--- config.mk ---
export PLATFORM = sky130hd
export DESIGN_NAME = pixel_window_sequencer_flat
export DESIGN_NICKNAME = d
export VERILOG_FILES = /design/src/rtl/pixel_window_sequencer_if.sv /design/src/rtl/pixel_window_sequencer.sv /design/src/flat_wrapper.sv
export SDC_FILE = /design/constraint.sdc
export NUM_CORES = 1
export LEC_CHECK = 0
export BUFFER_PORTS_ARGS = -buffer_cell sky130_fd_sc_hd__buf_2
export CAP_MARGIN = 10
export CORE_ASPECT_RATIO = 0.5
export CORE_UTILIZATION = 29
export CTS_CLUSTER_DIAMETER = 120
export CTS_CLUSTER_SIZE = 24
export DETAILED_ROUTE_END_ITERATION = 12
export PLACE_DENSITY = 0.58
export REMOVE_ABC_BUFFERS = 1
export SYNTH_ARGS = -nofsm -noshare
export SYNTH_HDL_FRONTEND = slang
export SYNTH_SLANG_ARGS = --single-unit
--- constraint.sdc ---
create_clock -name clk -period 4.9 [get_ports clk]
set_input_delay 0.735 -clock clk [delete_from_list [all_inputs] [get_ports clk]]
set_output_delay 0.735 -clock clk [all_outputs]
set_load 0.1 [all_outputs]
--- src/rtl/pixel_window_sequencer_if.sv ---
// Bundle of the row-memory read port, the control strobes and the window
// handshake between the sequencer and its neighbours.
interface pixel_window_sequencer_if #(
   parameter int unsigned AW = 5
);
   logic          start;
   logic          busy;
   logic          done;
   logic          row_rd_en;
   logic [AW-1:0] row_rd_addr;
   logic [23:0]   row_rd_data;
   logic [23:0]   line0;
   logic [23:0]   line1;
   logic [23:0]   line2;
   logic [4:0]    sel;
   logic          zero;
   logic          win_valid;
   logic          win_ready;
   logic [AW-1:0] win_row;
   logic          win_last;

   modport master (
      input  start, row_rd_data, win_ready,
      output busy, done, row_rd_en, row_rd_addr, line0, line1, line2, sel, zero,
             win_valid, win_row, win_last
   );

   modport slave (
      output start, row_rd_data, win_ready,
      input  busy, done, row_rd_en, row_rd_addr, line0, line1, line2, sel, zero,
             win_valid, win_row, win_last
   );
endinterface

--- src/rtl/pixel_window_sequencer.sv ---
// 3x3 window scan over a ROWS x 24 one-bit image: preloads three line registers,
// then walks the window centre column by column and row by row.
module pixel_window_sequencer #(
   parameter int unsigned ROWS = 24,
   parameter int unsigned AW   = 5
) (
   input logic                      clk,
   input logic                      rstn,
   pixel_window_sequencer_if.master bus
);
   localparam logic [AW-1:0] LastRow = AW'(ROWS - 1);
   localparam logic [4:0]    LastCol = 5'd23;

   typedef enum logic [2:0] {
      StIdle, StPre0, StPre1, StPre2, StRun, StFetch, StFill, StDone
   } state_e;

   state_e        r_state;
   logic          r_busy;
   logic          r_done;
   logic          r_rd_en;
   logic [AW-1:0] r_rd_addr;
   logic          r_valid;
   logic [AW-1:0] r_row;
   logic [4:0]    r_sel;
   logic [23:0]   r_line0;
   logic [23:0]   r_line1;
   logic [23:0]   r_line2;

   logic w_zero;
   logic w_has_next;

   assign w_zero = (r_row == LastRow);
   // Row r+2 exists, i.e. once the centre moves to r+1 there is a row below it
   assign w_has_next = (32'(r_row) + 32'd2) <= (ROWS - 1);

   always_ff @(posedge clk or negedge rstn) begin
      if (!rstn) begin
         r_state   <= StIdle;
         r_busy    <= 1'b0;
         r_done    <= 1'b0;
         r_rd_en   <= 1'b0;
         r_rd_addr <= '0;
         r_valid   <= 1'b0;
         r_row     <= '0;
         r_sel     <= '0;
         r_line0   <= '0;
         r_line1   <= '0;
         r_line2   <= '0;
      end else begin
         r_done    <= 1'b0;
         r_rd_en   <= 1'b0;
         r_rd_addr <= '0;
         case (r_state)
            StIdle: begin
               if (bus.start) begin
                  r_state <= StPre0;
                  r_busy  <= 1'b1;
                  r_rd_en <= 1'b1;
               end
            end
            StPre0: begin
               r_line0   <= '0;
               r_rd_en   <= 1'b1;
               r_rd_addr <= AW'(1);
               r_state   <= StPre1;
            end
            StPre1: begin
               r_line1 <= bus.row_rd_data;
               r_state <= StPre2;
            end
            StPre2: begin
               r_line2 <= bus.row_rd_data;
               r_row   <= '0;
               r_sel   <= '0;
               r_valid <= 1'b1;
               r_state <= StRun;
            end
            StRun: begin
               if (bus.win_ready) begin
                  if (r_sel != LastCol) begin
                     r_sel <= r_sel + 5'd1;
                  end else if (!w_zero) begin
                     r_sel     <= '0;
                     r_line0   <= r_line1;
                     r_line1   <= r_line2;
                     r_row     <= r_row + AW'(1);
                     r_valid   <= 1'b0;
                     r_rd_en   <= w_has_next;
                     r_rd_addr <= w_has_next ? AW'(32'(r_row) + 32'd2) : '0;
                     r_state   <= StFetch;
                  end else begin
                     r_valid <= 1'b0;
                     r_busy  <= 1'b0;
                     r_done  <= 1'b1;
                     r_state <= StDone;
                  end
               end
            end
            StFetch: r_state <= StFill;
            StFill: begin
               // No read was issued for the bottom row, so the bus holds garbage
               r_line2 <= w_zero ? '0 : bus.row_rd_data;
               r_valid <= 1'b1;
               r_state <= StRun;
            end
            StDone:  r_state <= StIdle;
            default: r_state <= StIdle;
         endcase
      end
   end

   assign bus.busy        = r_busy;
   assign bus.done        = r_done;
   assign bus.row_rd_en   = r_rd_en;
   assign bus.row_rd_addr = r_rd_addr;
   assign bus.line0       = r_line0;
   assign bus.line1       = r_line1;
   assign bus.line2       = r_line2;
   assign bus.sel         = r_sel;
   assign bus.zero        = w_zero;
   assign bus.win_valid   = r_valid;
   assign bus.win_row     = r_row;
   assign bus.win_last    = w_zero & (r_sel == LastCol);
endmodule

--- src/flat_wrapper.sv ---
// flat-port wrapper written by rule: the top's interface ports become plain ports
module pixel_window_sequencer_flat 
#(
   parameter int unsigned ROWS = 24,
   parameter int unsigned AW   = 5
)
  (clk, rstn, bus_start, bus_row_rd_data, bus_win_ready, bus_busy, bus_done, bus_row_rd_en, bus_row_rd_addr, bus_line0, bus_line1, bus_line2, bus_sel, bus_zero, bus_win_valid, bus_win_row, bus_win_last);
  pixel_window_sequencer_if #(.AW(AW)) bus_i ();
  input logic clk;
  input logic rstn;
  input wire logic [$bits(bus_i.start)-1:0] bus_start;
  input wire logic [$bits(bus_i.row_rd_data)-1:0] bus_row_rd_data;
  input wire logic [$bits(bus_i.win_ready)-1:0] bus_win_ready;
  output wire logic [$bits(bus_i.busy)-1:0] bus_busy;
  output wire logic [$bits(bus_i.done)-1:0] bus_done;
  output wire logic [$bits(bus_i.row_rd_en)-1:0] bus_row_rd_en;
  output wire logic [$bits(bus_i.row_rd_addr)-1:0] bus_row_rd_addr;
  output wire logic [$bits(bus_i.line0)-1:0] bus_line0;
  output wire logic [$bits(bus_i.line1)-1:0] bus_line1;
  output wire logic [$bits(bus_i.line2)-1:0] bus_line2;
  output wire logic [$bits(bus_i.sel)-1:0] bus_sel;
  output wire logic [$bits(bus_i.zero)-1:0] bus_zero;
  output wire logic [$bits(bus_i.win_valid)-1:0] bus_win_valid;
  output wire logic [$bits(bus_i.win_row)-1:0] bus_win_row;
  output wire logic [$bits(bus_i.win_last)-1:0] bus_win_last;
  assign bus_i.start = bus_start;
  assign bus_i.row_rd_data = bus_row_rd_data;
  assign bus_i.win_ready = bus_win_ready;
  assign bus_busy = bus_i.busy;
  assign bus_done = bus_i.done;
  assign bus_row_rd_en = bus_i.row_rd_en;
  assign bus_row_rd_addr = bus_i.row_rd_addr;
  assign bus_line0 = bus_i.line0;
  assign bus_line1 = bus_i.line1;
  assign bus_line2 = bus_i.line2;
  assign bus_sel = bus_i.sel;
  assign bus_zero = bus_i.zero;
  assign bus_win_valid = bus_i.win_valid;
  assign bus_win_row = bus_i.win_row;
  assign bus_win_last = bus_i.win_last;
  pixel_window_sequencer #(.ROWS(ROWS), .AW(AW)) u_core (.clk(clk), .rstn(rstn), .bus(bus_i));
endmodule
# Yosys cells after proc, flatten, opt, wreduce, memory -nomap -nowiden
# Cells that the tools add are included.
[totals] reg_bits=94 latchBits=0 mem_bits_rw=0 rom_bits=0 in_bits=28 output_inout_bits=93 word_cells=92 n_memories=0
[op_classes] addsub=3 multipliers=0 div_mod_pow=0 order_cmp=1 n_eq_ne=16 n_shift=0 muxes=45 bitwise=1 reduce_logical=15
[ops] operator="$mux W24" n=7
[ops] operator="$pmux W24 S2" n=3
[ops] operator="$mux W5" n=10
[ops] operator="$le A32 B5 Y1 const B" n=1
[ops] operator="$pmux W5 S2" n=3
[ops] operator="$pmux W3 S7" n=1
[ops] operator="$mux W1" n=14
[ops] operator="$eq A3 B3 Y1 const B" n=4
[ops] operator="$reduce_and A4 Y1" n=3
[ops] operator="$reduce_bool A2 Y1" n=6
[ops] operator="$add A5 B1 Y5 const B" n=2
[ops] operator="$eq A5 B5 Y1 const B" n=2
[ops] operator="$mux W3" n=3
[ops] operator="$reduce_and A3 Y1" n=3
[ops] operator="$ne A2 B2 Y1 const B" n=4
[ops] operator="$add A5 B2 Y6 const B" n=1
[ops] operator="$eq A3 B2 Y1 const B" n=2
[ops] operator="$ne A5 B5 Y1 const B" n=1
[ops] operator="$reduce_and A5 Y1" n=1
[ops] operator="$pmux W1 S2" n=2
[ops] operator="$eq A3 B1 Y1 const B" n=1
[ops] operator="$logic_not A3 Y1" n=1
[ops] operator="$ne A3 B3 Y1 const B" n=1
[ops] operator="$pmux W1 S3" n=1
[ops] operator="4 further kinds" n=4

# Depth between registers and ports, before layout
# Gate-level depths: netlist (run 1).
[logic_depth] ltp_word=7 depth_mapped=7 depth_no_buf=7

# Worst setup path after synthesis (run 1)
# No wires, ideal clock.
[synth_timing] path_type="register to output" from="reg u_core.r_row[1] (netlist: u_core.bus.win_row[1])" to="out bus_win_last" t_arrival_ns=2.673 t_required_ns=4.165 setup_slack_ns=1.492 path_stages_with_launch=6 n_path_buf=0 cell_sequence="dfrtp_1 ha_1 nand4b_4 inv_4 nand2_1 inv_1"
[synth_between] elab_chain_cells=2
[synth_lines] element="start, declared" line="pixel_window_sequencer.sv:24" source="logic [AW-1:0] r_row;"
[synth_lines] element="start signal, assigned" line="pixel_window_sequencer.sv:87" source="r_row <= r_row + AW'(1);"
[synth_lines] element="$eq A5 B5 Y1" line="pixel_window_sequencer.sv:33" source="assign w_zero = (r_row == LastRow);"
[synth_lines] element="net bus_zero" line="flat_wrapper.sv:22" source="output wire logic [$bits(bus_i.zero)-1:0] bus_zero;"
[synth_lines] element="$and A1 B1 Y1" line="pixel_window_sequencer.sv:124" source="assign bus.win_last = w_zero & (r_sel == LastCol);"
[synth_lines] element="end, declared" line="flat_wrapper.sv:25" source="output wire logic [$bits(bus_i.win_last)-1:0] bus_win_last;"
# The timed path passes the listed nets, and every way through them passes these cells.

# Worst setup path in the final report (run 1)
[layout_timing] from="reg u_core.r_row[1] (netlist: u_core.bus.win_row[1])" to="out bus_win_last"
[layout_between] elab_chain_cells=2
[layout_lines] element="$eq A5 B5 Y1" line="pixel_window_sequencer.sv:33"
[layout_lines] element="$and A1 B1 Y1" line="pixel_window_sequencer.sv:124"
# Every way passes these cells.

==> results of run 1 <==
==> stage by stage <==
step	cell area [sq um]	util, %
floorplan	4070	-
global placement	4930	35.4
detailed placement	4930	35.4
CTS	5210	37.4
global route	5210	37.4
finish	5210	37.4
==> worst reg2reg max path, delay by kind of cell (launching register included) <==
family / cells / cell delay [ns]
simple gates: 2 / 1.53
flops: 1 / 0.59
compound gates: 2 / 0.39
==> registers in the layout, summed over array words and instances, names as in the netlist <==
| name | count |
|---|---|
| u_core.r_state | 3 |
| u_core.bus.row_rd_addr | 5 |
| u_core.bus.line0 | 24 |
| u_core.bus.sel | 5 |
| u_core.bus.win_valid | 1 |
| u_core.bus.done | 1 |
| u_core.bus.row_rd_en | 1 |
| u_core.bus.win_row | 5 |
| u_core.bus.busy | 1 |
| u_core.bus.line1 | 24 |
| u_core.bus.line2 | 24 |
==> cell usage after synthesis, drive strengths merged <==
cell type    n
clkbuf       4
o21ai       10
a21boi       1
nor2        36
ha           4
o31ai        2
and4b        2
or3b         1
buf         22
dfrtp       94
nor4         1
nor4bb       1
nand4bb      1
a41oi        1
inv          4
a21oi       52
mux2i       25
and4bb       1
a2111oi      1
nand4        1
nand3       32
nand3b       1
nand4b       2
a31o         1
and2         2
and3         1
o32a         1
xnor2        4
nand2      114
a31oi        2
xor2         2
nor3         2
==> cell type report <==
| type | count | area (sq um) |
|---|---|---|
| tap | 192 | 240 |
| timing repair buffer | 122 | 618 |
| inverter | 4 | 17.5 |
| multi-input combinational | 304 | 1700 |
| fill | 1419 | 8710 |
| clock inverter | 3 | 18.8 |
| clock buffer | 13 | 260 |
| sequential | 94 | 2350 |
==> layer usage <==
metal	routed length, microns	vias to the layer above	track usage [%]
met4	94	0	4.02
met5	0	-	0
li1	-	1653	-
met1	4960	1660	18.5
met3	467	9	3.56
met2	5340	62	24.9
==> logic make-up after synthesis <==
family | after synthesis | share of synthesized area [%]
buf+inv | 30 | 4.62
xor+xnor | 6 | 1.24
fa+ha+maj | 4 | 1.18
compound gates | 71 | 10.6
simple gates | 198 | 21.1
flops | 94 | 55.3
mux | 25 | 5.89
==> final timing paths <==
path,cells past startpoint,from,end
setup / recovery,6,u_core.bus.win_row[1]$_DFFE_PN0P_,bus_win_last
hold / removal,2,u_core.bus.line0[15]$_DFFE_PN0P_,u_core.bus.line0[15]$_DFFE_PN0P_
setup reg to reg,4,u_core.r_state[2]$_DFFE_PN0P_,u_core.bus.win_row[2]$_DFFE_PN0P_
hold reg to reg,2,u_core.bus.line0[15]$_DFFE_PN0P_,u_core.bus.line0[15]$_DFFE_PN0P_
max in group asynchronous,2,rstn,u_core.bus.line0[4]$_DFFE_PN0P_
min in group asynchronous,1,rstn,u_core.bus.line1[8]$_DFFE_PN0P_
==> impl_metrics.toml, run 1 <==
[outcome]
status = "finished clean"

[critical_path]
worst_path_largest_cell_delay_ns = 0.50
cp_slowest_cell = "dfrtp_1"
r2r_slack_ns = 2.28
path_class = "flip-flop to output port"
crit_family = "buffers and inverters"
crit_buf_inv = 3
cp_data_required_time_ns = 4.16
crit_path_max_fanout = 9
crit_chain = "ha_1 -> nand4b_4 -> inv_4 -> nand2_1 -> inv_1 -> buf_2"
worst-endpoint-arrival_ns = 2.14
endpoint_kind = "output port"
start_kind = "flip-flop"

[drt]
vias = 3384
drt-pass1-iter-count = 4
drc = 0
postRouteAntennaNets = 0
wl_per_cell_microns = 14.8
routed_wl_mm = 10.9
viasPerCell = 4.62
drt-initial-drc-count = 166

[global_routing]
grt_pass1_vias = 3233
grtUsageTotal_pct = 14.5
grt_pass1_wl_mm = 17.0
grt_max_degree = 71
grt-ovfl-total = 0
grt_antenna_before_repair = 0

[floorplan]
die_area_sq_mm = 0.0152
coreArea_sq_mm = 0.0139
ioPinCount = 121
start_util_pct = 30.5
fp.dieH_microns = 87.6
rows = 30
die_x_microns = 173

[layout]
drive_above_1_share_pct = 29.1
final_cells = 732
fin_nets = 567
final_common_cell = "buf_2"
diodes = 0
final_cell_mix = "buf_2, nand2_1, dfrtp_1"
area_growth_pct = 22.6

[logic_synthesis]
synth.distinct_cells = 39
synth_cells = 428
synth_area_sq_mm = 0.00425
ys_warn_count = 0
yosys.area.top_type_share_pct = 55.3
synth_seq_area_share_pct = 55.3
synth_area_leaders = "dfrtp_1, nand2_1, mux2i_1"
syn_area_per_cell_sq_um = 9.93
synth_area_leader_cell = "dfrtp_1"
ys_ff_latch = 94

[sta]
tightest_slew_ns = 1.16
rsz0062_at_grt = "false"
finalCritPeriodShare_pct = 58.7
timing.final.ws_setup_ns = 2.02
final.min_clock_period_ns = 2.88
hold_slack_ns = 0.491
hold_viol_final = 0
tns_ns = 0
slew_headroom_pct = 22.4
slew_violations = 0
fmax_mhz = 348
setup_violations = 0
skew_ns = 0.00758

[flow_run]
cap_viol_max_count = 0

[cts]
cts_max_level = 3
ctsResizeCount = 0
clk_pin_slew_ns = 0.06
clock_sinks = 94
postCtsHoldBufs = 0
insertion_delay_ns = 0.34
cts_tree = "built"
post_cts_buffers = 0
cts_buffers = 9
cts_buffer_depth = 2
cts_root_buf = "clkbuf_16"

[placed_design]
io_buffers = 120
dp_slack_ns = 2.01
routabilityCongestion = 0.792
place_hpwl_mm = 7.12
place_inst = 716

[min_path]
min_path_type = "flip-flop to flip-flop"
Power of run 1 is left out: the tool's default activity adds up to more than one toggle a clock period on the data nets, which glitch-free logic cannot reach.
==> run 2, diff against run 1 <==
ABC_AREA = 1   (was default)
PLACE_DENSITY = 0.59   (was 0.58)
clock period = 2.3 ns   (was 4.9 ns; I/O delays follow)
==> run 2 against run 1 <==
  * Sequential cell count unchanged
  * Count of clock-buffer cells in the layout down 4
  * Critical path depth unchanged
  * Register-to-register slack worse by 1.9 ns
  * Wire length up 6.5%
  * Critical endpoint unchanged
  * Highest routed layer unchanged
==> impl_metrics.toml, run 2 <==
[outcome]
status = "finished clean"

[critical_path]
cp_data_required_time_ns = 1.96
path_class = "flip-flop to output port"
crit_buf_inv = 2
endpoint_kind = "output port"
worst-endpoint-arrival_ns = 1.78
crit_family = "simple AND/OR/NAND/NOR gates"
worst_path_largest_cell_delay_ns = 0.44
crit_path_max_fanout = 7
start_kind = "flip-flop"
crit_chain = "ha_1 -> nand2_1 -> nor2_4 -> inv_1 -> nor2_2 -> buf_12"
cp_slowest_cell = "dfrtp_2"

[placed_design]
placed_cell_area_sq_mm = 0.00516
routabilityCongestion = 0.767
place_hpwl_mm = 7.84
place_inst = 823
io_buffers = 120

[cts]
cts_buffers = 9
clock_sinks = 94
cts_max_level = 3
cts_buffer_depth = 2
clk_pin_slew_ns = 0.07
cts_tree = "built"
cts_root_buf = "clkbuf_16"
insertion_delay_ns = 0.33

[layout]
drive_above_1_share_pct = 26.6
design_area_sq_mm = 0.00547
fin_nets = 671
final_cell_mix = "nand2_1, buf_2, dfrtp_1"
final_common_cell = "nand2_1"
final_util_pct = 37.6
area_growth_pct = 25.9
final_cells = 842
diodes = 0

[global_routing]
grt_max_degree = 51
grt_pass1_vias = 3505
grtUsageTotal_pct = 15.2
grt_antenna_before_repair = 0
grt-ovfl-total = 0
grt_pass1_wl_mm = 18.3

[logic_synthesis]
synth_area_leader_cell = "dfrtp_1"
ys_top_cells_by_count = "nand2_1, dfrtp_1, o21ai_0"
synth_ff_type = "dfrtp_1"
synthArstFlopShare_pct = 100
synth-edff-count = 0
ys_ff_latch = 94
yosys.area.top_type_share_pct = 54.1
ys_warn_count = 0
synth.distinct_cells = 28
syn_area_per_cell_sq_um = 8.32
synth_seq_area_share_pct = 54.1
synth_most_common_cell = "nand2_1"
synth_cells = 522
synth_area_sq_mm = 0.00435
synth_area_leaders = "dfrtp_1, nand2_1, o21ai_0"

[floorplan]
fp.dieH_microns = 88.6
ioPinCount = 121
coreArea_sq_mm = 0.0145
start_util_pct = 29.9
die_x_microns = 175
die_area_sq_mm = 0.0155
rows = 31

[sta]
tightest_slew_ns = 0.611
skew_ns = 0.00933
slew_headroom_pct = 59.2
rsz0062_at_grt = "false"
final.min_clock_period_ns = 2.13
fmax_mhz = 471
setup_violations = 0
finalCritPeriodShare_pct = 92.4
slew_violations = 0
hold_viol_final = 0

[drt]
drt-initial-drc-count = 183
routed_wl_mm = 11.6
vias = 3767
viasPerCell = 4.47
postRouteAntennaNets = 0
wl_per_cell_microns = 13.7
drc = 0
drt-pass1-iter-count = 4

[min_path]
min_path_type = "input port to flip-flop"

[flow_run]
cap_viol_max_count = 0
run 2: cell count changes in the layout (fill, tap and decap cells not counted), moves of 10 or more:
cell	change
o21ai_0	+53
nand2_1	+52
inv_1	+31
mux2i_1	-25
a21oi_1	-17
o21ai_1	+17
nor2_1	-15
a21oi_2	-10
run 2: area by class of cell:
| class | count | area (sq um) |
|---|---|---|
| sequential | 94 | 2350 |
| fill | 1516 | 9070 |
| clock buffer | 9 | 225 |
| clock inverter | 7 | 56.3 |
| tap | 198 | 248 |
| multi-input combinational | 364 | 1720 |
| timing repair buffer | 132 | 723 |
| inverter | 38 | 143 |
run 2: repair_timing:
action,CTS,global route
endpoints found under the hold margin,24,0
pin swaps,0,1
buffers inserted,0,2
hold buffers,1,0
endpoints found under the setup margin,1,2
resized for setup,2,1
run 2: worst paths after layout:
kind / from / slack, ns / endpoint / cells past startpoint
min: bus_row_rd_data[5] / 0.31 / u_core.bus.line2[5]$_DFFE_PN0N_ / 3
max: u_core.bus.win_row[1]$_DFFE_PN0P_ / 0.17 / bus_win_last / 6
max reg2reg: u_core.bus.sel[0]$_DFFE_PN0P_ / 0.42 / u_core.bus.line1[6]$_DFFE_PN0P_ / 7
min reg2reg: u_core.bus.line1[11]$_DFFE_PN0P_ / 0.49 / u_core.bus.line0[11]$_DFFE_PN0P_ / 2
max in group asynchronous: rstn / 1.15 / u_core.bus.line1[14]$_DFFE_PN0P_ / 3
min in group asynchronous: rstn / 0.46 / u_core.bus.row_rd_en$_DFF_PN0_ / 2
run 2: tightest hold or removal path, stage by stage:
cell and delay (ns):
buf_2 0.09, o21ai_1 0.06, a21oi_1 0.11
run 2: through the flow:
step | TNS, ns | setup WS (ns) | hold slack [ns]
floorplan | -52.81 | -1.55 | 0.0494
global placement | 0 | 0.286 | 0.288
detailed placement | 0 | 0.303 | 0.284
CTS | 0 | 0.0480 | 0.296
global route | 0 | 0.0261 | 0.292
finish | 0 | 0.175 | 0.308
run 2: logic make-up after synthesis:
| family | Yosys count | synth area share, % |
|---|---|---|
| buffers and inverters | 64 | 6.48 |
| AOI/OAI and AO/OA | 106 | 12.3 |
| xor gates and xnor gates | 4 | 0.806 |
| adders and majority gates | 4 | 1.15 |
| DFF | 94 | 54.1 |
| and+or+nand+nor | 250 | 25.1 |
run 2: metal layers:
metal	up-vias	part of all wire (%)	GRT usage (%)
met4	0	0.74	3.64
met2	54	50	26.4
met1	1782	46	19.6
met3	6	3.1	3.35
met5	-	0	0
li1	1925	-	-
Power of run 2 is left out for the same reason.
==> run 3, diff against run 2 <==
SETUP_SLACK_MARGIN = 0.5   (was default)
==> run 3 against run 2 <==
  * Worst setup slack better by 0.30 ns
  * Sequential share of layout area is 1.2 points lower
  * Die area stayed put
  * Count of clock-buffer cells in the layout stayed put
  * Design area is 3.1% higher
  * Final cell count is 0.83% higher
==> impl_metrics.toml, run 3 (synthesis results as in run 2) <==
[outcome]
status = "finished clean"

[layout]
drive_above_1_share_pct = 28.4
diodes = 0
final_cell_mix = "nand2_1, buf_2, dfrtp_1"
num-fill-cells = 1516
design_area_sq_mm = 0.00564
final_cells = 849
area_growth_pct = 29.8
final_common_cell = "nand2_1"
fin_nets = 678

[flow_run]
cap_viol_max_count = 0

[critical_path]
crit_chain = "ha_4 -> nand2_4 -> nor2_4 -> inv_2 -> nor2_4 -> buf_12"
rr_worst_depth = 6
cp_data_required_time_ns = 1.96
worst-endpoint-arrival_ns = 1.48
endpoint_kind = "output port"
worst_path_largest_cell_delay_ns = 0.39
reg2reg_from = "u_core.r_state[2]$_DFFE_PN0P_"
r2r_end = "u_core.bus.line2[11]$_DFFE_PN0N_"
cp_slowest_cell = "dfrtp_2"
r2r_slack_ns = 0.59
crit_path_max_fanout = 3
crit_top_cell = "nor2_4"
start_kind = "flip-flop"
path_class = "flip-flop to output port"

[placed_design]
place_hpwl_mm = 7.84
routabilityCongestion = 0.767
io_buffers = 120
placed_cell_area_sq_mm = 0.00516
place_inst = 823

[sta]
hold_viol_final = 0
final.min_clock_period_ns = 1.83
tightest_slew_ns = 0.527
rsz0062_at_grt = "true"
setup_violations = 0
skew_ns = 0.0103
fmax_mhz = 547
slew_violations = 0
slew_headroom_pct = 64.8
finalCritPeriodShare_pct = 79.5

[drt]
drt-pass1-iter-count = 5
drc = 0
wl_per_cell_microns = 14.2
drt-initial-drc-count = 200
postRouteAntennaNets = 0
routed_wl_mm = 12.1
viasPerCell = 4.53
vias = 3850

[cts]
clk_pin_slew_ns = 0.07
cts_buffer_depth = 2
cts_buffers = 9
cts_max_level = 3
clock_sinks = 94
cts_tree = "built"
cts_root_buf = "clkbuf_16"
insertion_delay_ns = 0.34

[floorplan]
rows = 31
die_x_microns = 175
fp.dieH_microns = 88.6
start_util_pct = 29.9
coreArea_sq_mm = 0.0145
ioPinCount = 121
die_area_sq_mm = 0.0155

[global_routing]
grt_max_degree = 51
grt_pass1_wl_mm = 18.7
grt_antenna_before_repair = 0
grt-ovfl-total = 0
grt_pass1_vias = 3563
grtUsageTotal_pct = 15.7

[min_path]
min_path_type = "input port to flip-flop"
hold_start = "bus_row_rd_data[5]"
whs_path_depth = 3
min_to = "u_core.bus.line2[5]$_DFFE_PN0N_"
==> run 3: changes by cell type in the layout (fill, tap and decap cells not counted), sizes merged <==
| cell | previous run | this run |
|---|---|---|
| buf | 131 | 137 |
| nor2 | 29 | 30 |
==> run 3: metrics by stage <==
| stage | worst slack [ns] | hold WS [ns] | setup TNS [ns] | util [%] |
|---|---|---|---|---|
| final | 0.472 | 0.307 | 0 | 38.8 |
| after global routing | 0.371 | 0.292 | 0 | 38.8 |
| after CTS | 0.438 | 0.296 | 0 | 38.1 |
| after detailed placement | 0.303 | 0.284 | 0 | 35.5 |
| after global placement | 0.286 | 0.288 | 0 | 35.5 |
| after floorplan | -1.55 | 0.0494 | -52.81 | - |
==> run 3: layout make-up <==
type,instances,area (sq um),share of cell area [%]
inverters,38,148,2.62
flip-flops and latches,94,2360,41.8
multi-input cells,365,1790,31.8
clock inverters,7,56.3,0.998
repair buffers,138,811,14.4
clock buffers,9,225,3.99
well taps,198,248,4.39
==> run 3: critical path: cells and delay by family, from the launching register on <==
family / cells / cell delay, ns
buffers and inverters: 2 / 0.26
DFF: 1 / 0.39
adders and majority gates: 1 / 0.16
and+or+nand+nor: 3 / 0.35
==> run 3: repair_timing <==
item                                   4_1_cts  5_1_grt
cloned                                       1        0
setup buffers                                4        4
pin swaps                                    2        5
resized for setup                           15       14
setup endpoints to repair                   50       50
endpoints found under the hold margin       24        0
hold buffers                                 1        0
==> run 3: routing by layer <==
metal | routed length (microns) | vias to the layer above | track usage (%)
li1 | - | 1944 | -
met1 | 5540 | 1825 | 20.3
met2 | 6020 | 69 | 27.1
met3 | 379 | 12 | 3.35
met4 | 111 | 0 | 3.87
met5 | 0 | - | 0
==> run 3: how the worst max path moves through the flow <==
stage                                       from           end  slack, ns
6_report       u_core.bus.win_row[1]$_DFFE_PN0P_  bus_win_last       0.47
4_1_cts        u_core.bus.win_row[0]$_DFFE_PN0P_  bus_win_last       0.44
3_5_place_dp   u_core.bus.win_row[1]$_DFFE_PN0P_  bus_win_last       0.30
5_1_grt        u_core.bus.win_row[1]$_DFFE_PN0P_  bus_win_last       0.37
2_1_floorplan  u_core.bus.win_row[1]$_DFFE_PN0P_  bus_win_last      -1.55
3_3_place_gp   u_core.bus.win_row[1]$_DFFE_PN0P_  bus_win_last       0.29
Power of run 3 is left out for the same reason.
